===== src/rtl/coin_acceptor.sv =====
// coin_acceptor: sync + debounce two coin sensors, arbitrate,
// queue accepted coins and present them on a valid/ready port.
// Ports: clk, rst_n (async low), re1_raw, rs2_raw (raw sensors),
// accept_en, coin_ready (in); coin_valid, coin_type, reject,
// fifo_count (out, all registered).
module coin_acceptor #(
  parameter int DEBOUNCE_CYCLES = 16,
  parameter int FIFO_DEPTH      = 4
) (
  input  logic                        clk,
  input  logic                        rst_n,
  input  logic                        re1_raw,
  input  logic                        rs2_raw,
  input  logic                        accept_en,
  input  logic                        coin_ready,
  output logic                        coin_valid,
  output logic                        coin_type,
  output logic                        reject,
  output logic [$clog2(FIFO_DEPTH):0] fifo_count
);

  localparam int AW = $clog2(FIFO_DEPTH);
  localparam logic [7:0] CNT_MAX = 8'(DEBOUNCE_CYCLES - 1);
  localparam logic [AW:0] FULL_CNT = (AW+1)'(FIFO_DEPTH);

  // bit 0 = Re1, bit 1 = Rs2
  logic [1:0] raw;
  logic [1:0] s1_q, s2_q;
  logic [1:0] deb_q, deb_dly_q;
  logic [7:0] cnt_q [2];
  logic [1:0] ev;

  assign raw = {rs2_raw, re1_raw};
  assign ev  = deb_q & ~deb_dly_q;

  always_ff @(posedge clk or negedge rst_n) begin
    if (!rst_n) begin
      s1_q      <= '0;
      s2_q      <= '0;
      deb_q     <= '0;
      deb_dly_q <= '0;
      cnt_q[0]  <= '0;
      cnt_q[1]  <= '0;
    end else begin
      s1_q      <= raw;
      s2_q      <= s1_q;
      deb_dly_q <= deb_q;
      for (int i = 0; i < 2; i++) begin
        if (s2_q[i] == deb_q[i]) begin
          cnt_q[i] <= '0;
        end else if (cnt_q[i] == CNT_MAX) begin
          deb_q[i] <= ~deb_q[i];
          cnt_q[i] <= '0;
        end else begin
          cnt_q[i] <= cnt_q[i] + 8'd1;
        end
      end
    end
  end

  logic          mem_q [FIFO_DEPTH];
  logic [AW-1:0] wr_q, rd_q;
  logic [AW:0]   count_d;
  logic          full, pop;
  logic          both, one, blocked, ok;
  logic          push, rej_d;

  assign full    = (fifo_count == FULL_CNT);
  assign pop     = coin_valid & coin_ready;
  assign both    = &ev;
  assign one     = ^ev;
  // a full queue still takes a coin when the head leaves this cycle
  assign blocked = one & (~accept_en | (full & ~pop));
  assign ok      = one & ~blocked;

  always_comb begin
    push  = 1'b0;
    rej_d = 1'b0;
    unique case (1'b1)
      both:    rej_d = 1'b1;
      blocked: rej_d = 1'b1;
      ok:      push  = 1'b1;
      default: ;
    endcase
  end

  always_comb begin
    count_d = fifo_count;
    unique case ({push, pop})
      2'b10:   count_d = fifo_count + 1'b1;
      2'b01:   count_d = fifo_count - 1'b1;
      default: count_d = fifo_count;
    endcase
  end

  always_ff @(posedge clk or negedge rst_n) begin
    if (!rst_n) begin
      for (int i = 0; i < FIFO_DEPTH; i++)
        mem_q[i] <= 1'b0;
      wr_q       <= '0;
      rd_q       <= '0;
      fifo_count <= '0;
      coin_valid <= 1'b0;
      reject     <= 1'b0;
    end else begin
      if (push) begin
        mem_q[wr_q] <= ev[1];
        wr_q        <= wr_q + AW'(1);
      end
      if (pop)
        rd_q <= rd_q + AW'(1);
      fifo_count <= count_d;
      coin_valid <= (count_d != '0);
      reject     <= rej_d;
    end
  end

  assign coin_type = mem_q[rd_q];

endmodule

===== config.mk =====
export PLATFORM = sky130hd
export DESIGN_NAME = coin_acceptor
export DESIGN_NICKNAME = d
export VERILOG_FILES = /design/src/rtl/coin_acceptor.sv
export SDC_FILE = /design/constraint.sdc
export NUM_CORES = 1
export LEC_CHECK = 0
export BUFFER_PORTS_ARGS = -buffer_cell sky130_fd_sc_hd__clkbuf_2
export CAP_MARGIN = 30
export CORE_MARGIN = 2
export CORE_UTILIZATION = 45
export CTS_BUF_LIST = sky130_fd_sc_hd__clkbuf_8 sky130_fd_sc_hd__clkbuf_16
export CTS_CLUSTER_SIZE = 16
export DETAILED_ROUTE_END_ITERATION = 7
export MAX_ROUTING_LAYER = met4
export PLACE_DENSITY = 0.71
export SETUP_SLACK_MARGIN = 0.4
export SLEW_MARGIN = 20
export SYNTH_ARGS = -nofsm -noshare
export SYNTH_HDL_FRONTEND = slang
export SYNTH_SLANG_ARGS = --single-unit
export TNS_END_PERCENT = 20

===== constraint.sdc =====
create_clock -name clk -period 6.65 [get_ports clk]
set_input_delay 1.6625 -clock clk [delete_from_list [all_inputs] [get_ports clk]]
set_output_delay 1.6625 -clock clk [all_outputs]
set_load 0.05 [all_outputs]

Word-level counts from Yosys, hierarchy flattened. Index checks and enable logic that the tools add are counted.

$add $sub $neg: 6. Multipliers: 0. Divide/modulo/power cells: 0. Order comparisons: 3. Equality and inequality tests: 7. Shifts and indexed selects: 0. Mux-type cells: 13. Bitwise logic cells: 16. Reduce and logical (&&, ||, !) cells: 7.

Operators with widths (number): $mux 8 (4); $add 8x1->8 const B (2); $eq 8x4->1 const B (2); $not 1->1 (7); $ge 3x3->1 const B (2); $not 2->3 (2); $pmux 3 s2 (1); $reduce_and 2->1 (3); $mux 1 (5); $add 2x1->2 const B (2); $and 1x1->1 (4); $bwmux 4 (1); $add 3x1->3 const B (1); $eq 3x3->1 const B (1); $lt 3x1->1 const B (1); $reduce_bool 3->1 (1); $sub 3x1->3 const B (1); $and 2x2->2 (1); $bmux 1 s2 (1); $demux 1 s2 (1); $eq 1x1->1 (2); $eq 2x1->1 const B (1); $eq 2x2->1 const B (1); $not 2->2 (1); other kinds (4) (4).

Register bits: 37. Latch bits: 0. Bits in writable memories: 0. ROM bits: 0. Input bits: 6. Output and inout bits: 6. Logic and storage cells: 68. Memories kept: 0.

Longest topological paths before layout.
Depth in word-level cells: 11. Gate-level depth with buffers: 11. Gate-level depth less buffers: 11.

Worst setup path after synthesis. OpenSTA, ideal clock, no wires.

Kind: input port to flip-flop. Start: input port coin_ready. End: register coin_valid. Setup time: 73 ps. Arrival: 3287 ps. Required time: 6577 ps. Path slack: 3290 ps. Cell stages on the path: 9. Buffers on the path: 0. Cell sequence: a211oi_4 -> a21oi_2 -> inv_1 -> ha_1 -> inv_1 -> fa_1 -> xor2_1 -> or3_1 -> nand4bb_1.

Word-level cells in the longest chain between the ends: 11. Elaborated cells between the ends (all ways): 12. Classes of those cells: eq/ne (2); mux (2); bitwise (7); reduce/logical (1).

Ends and longest elaborated chain: start, declared (line 15) `input logic coin_ready,`; $and 1x1->1 * (line 69) `assign pop = coin_valid & coin_ready;`; $not 1->1 (line 73) `assign blocked = one & (~accept_en | (full & ~pop));`; $and 1x1->1 (line 73); $or 1x1->1 (line 73); $and 1x1->1 (line 73); $not 1->1 (line 74) `assign ok = one & ~blocked;`; $and 1x1->1 (line 74); $mux 1 (line 79) `unique case (1'b1)`; $eq 2x1->1 / $eq 2x2->1 (equally long branches) (line 89) `unique case ({push, pop})`; $pmux 3 s2 * (line 89); $reduce_bool 3->1 * (line 113) `coin_valid <= (count_d != '0);`; end signal, assigned (line 113); end, declared (line 16) `output logic coin_valid,`.

Every way passes the cells marked *; elsewhere a longest branch is shown, timed or not. A chain may end at the register's enable or synchronous reset.

Worst setup path in the final report. Same ends and word-level chain as after synthesis.

==> results.md <==
* Outcome: complete, no violations
* Netlist Area Pre-Place at 1730 um2
* Post-Synthesis Cells at 148
* Fin crit share at 50.2%
* Relative slew slack at 61.5%
* Core area at 3690 um2
* Synth area leaders: dfrtp_1 54%, ha_1 5.8%, mux2_1 4.6%, xnor2_1 3.5%, a21oi_1 3.5%
* Area after DPL at 1840 um2
* 1st-iter DRT viols at 51
* Gr usage total at 15.3%
* CP Data Arrival Time at 3.55 ns
* # fillers at 335
* Reg2reg path depth at 11
* Post CTS Setup Buffer Count at 0
* HP Class: reg2reg
* Final Core Density at 52.8%
* RSZ-0062 raised after global routing: false
* CP Class: in2reg
* PortBufs at 11
* GR peak layer: met2
* Worst setup margin at 3.31 ns
* Critical Path RT at 6.86 ns
* Initial antenna violation count at 0
* Tightest Pin Transition at 0.573 ns
* Row count at 22
* Vias in the first global route at 1136
* Dominant synthesized flop cell: dfrtp_1
* Die ar. at 4360 um2
* DRT antenna net count at 0
* CTS tree: done
* Worst Setup End Kind: register
* Final Wtd Congestion at 0.766
* Layout cells sized above 1 at 13.9%
* Register area share after synthesis at 53.5%
* Syn nets at 163
* CTS Sinks at 37
* Multi-input gate area at 762 um2
* Drt wl/cell at 13.1 um
* IO Count at 12
* Area Growth Syn to Fin at 12.5%
* Most common cell in the netlist: dfrtp_1
* Netlist cell types at 33
* Post-route minimum period at 3.34 ns
* Bufs on Longest Clock Path at 2
* Ys Warns at 0
* TritonCTS buffer count at 5
* Cell Count, Final, Fillers Out at 214
* Worst VDD drop at 0.000152 V
* Avg Synthesized Cell Area at 11.7 um2
* WHS Path Cells at 0
* Most frequent cells after synthesis: 37 x dfrtp_1, 12 x a21oi_1, 10 x inv_1
* Router iterations before antenna repair at 4
* Post-CTS resize count at 0
* Post-synth top area share at 53.5%
* Flops & latches, synth at 37
* First-pass GRT wire length at 5000 um
* Met2 Usage GRT at 25.6%
* DRC violations left at 0
* Cells after DPL at 206
* Vias per Instance at 5.30
* Antenna diode instance count at 0
* Root buffer cell: clkbuf_8
* Global routing usage on met3 at 3.58%
* Effective utilization at floorplan at 46.9%
* Max Cap Viol at 0
* Largest fanout on the critical path at 6
* Leak Pwr at 0.882 nW
* Final #Nets at 181
* Hold buffer count at cts at 0
* Vias at 1135
* Hold slack at 0.350 ns
* Setup TNS at 0 ns
* Clock Skews at 0.00537 ns
* Routed WL at 2800 um
* Die X at 66.0 um
* Power after layout at 0.562 mW
* Clock Latency Late Sink at 0.27 ns
* Cell taking the most area after synthesis: dfrtp_1
* CP startpoint kind: input pin
* Total grt overflow at 0
* Final Max Slew Viols at 0
* Hold Violations, Final at 0
* CTS H-tree lvls at 2
* Flip-flop and latch area at 926 um2
* Detail Placement HPWL at 2050 um
* Design area at 1950 um2
* Worst-path clk slew at 0.07 ns
* Pwr dens at 288 nW/um2
* # setup viols final at 0
* Post-synth ARST share at 100%
* Height of the die at 66.0 um
* GR Util met1 at 18.8%
* Worst slack, placed at 3.01 ns
* Number of synthesized flops with an enable pin at 0
* Largest net degree at the start of global routing at 38
* Fmax at 0.299 GHz
critical path: stages:
cell	delay, ns
clkbuf_2	0.10
a211oi_4	0.33
a21oi_2	0.13
inv_1	0.08
ha_1	0.19
inv_1	0.08
fa_1	0.37
xor2_1	0.16
or3_1	0.33
nand4bb_1	0.11
state kept, by name (all words and copies together), names as in the netlist:
signal / cells
wr_q: 2
s2_q: 2
s1_q: 2
reject: 1
rd_q: 2
fifo_count: 3
deb_q: 2
deb_dly_q: 2
mem_q: 4
coin_valid: 1
cnt_q: 16
cell usage in the layout, fill, tap and decap left out, types with 2 or more instances in the layout:
| master | count |
|---|---|
| mux2_1 | 7 |
| inv_1 | 11 |
| a31oi_1 | 2 |
| or3_1 | 9 |
| nand4_1 | 4 |
| a21oi_1 | 12 |
| o21ai_1 | 2 |
| xor2_1 | 2 |
| nor2_1 | 5 |
| a41o_1 | 2 |
| nand2_1 | 8 |
| clkbuf_8 | 6 |
| ha_1 | 8 |
| nor2b_1 | 4 |
| xnor2_1 | 7 |
| clkbuf_2 | 11 |
| dfrtp_1 | 37 |
| o21ai_0 | 5 |
| nand3_1 | 8 |
final timing paths:
check | from | endpoint | slack, ns
min reg2reg | s1_q[0]$_DFF_PN0_ | s2_q[0]$_DFF_PN0_ | 0.35
min in group asynchronous | rst_n | mem_q[2]$_DFFE_PN0P_ | 1.24
max reg2reg | deb_q[1]$_DFFE_PN0P_ | coin_valid$_DFF_PN0_ | 4.05
max in group asynchronous | rst_n | cnt_q[3]$_DFF_PN0_ | 4.99
min | s1_q[0]$_DFF_PN0_ | s2_q[0]$_DFF_PN0_ | 0.35
max | coin_ready | coin_valid$_DFF_PN0_ | 3.31
kinds of logic after synthesis:
kind of cell / Yosys count / synth area share [%]
buffers and inverters: 11 / 2.46
adder cells (fa/ha/maj): 9 / 6.94
XOR/XNOR: 9 / 4.56
AND/OR/NAND/NOR: 43 / 14.6
flip-flops: 37 / 53.5
AO/OA/AOI/OAI: 30 / 11.5
multiplexers: 9 / 6.44
layout make-up:
type                            instances  share of cell area, %
Clock buffer                            6                   4.24
Clock inverter                          1                  0.193
Inverter                               10                   1.93
Multi-Input combinational cell        100                   39.1
Sequential cell                        37                   47.6
Tap cell                               48                   3.08
Timing Repair Buffer                   12                   3.86
metal layers:
metal / vias to the layer above / part of all wire (%)
li1: 559 / -
met3: 2 / 3.2
met4: 0 / 0.21
met2: 14 / 51
met1: 560 / 46
met5: - / 0
report_power, final:
| part | leakage, nW | total (mW) | internal (mW) | switching, mW |
|---|---|---|---|---|
| clock | 0.0485 | 0.150 | 0.0806 | 0.0694 |
| combinational | 0.352 | 0.131 | 0.0463 | 0.0849 |
| sequential | 0.482 | 0.281 | 0.249 | 0.0320 |
No activity file was read; power rests on OpenSTA's default activity.
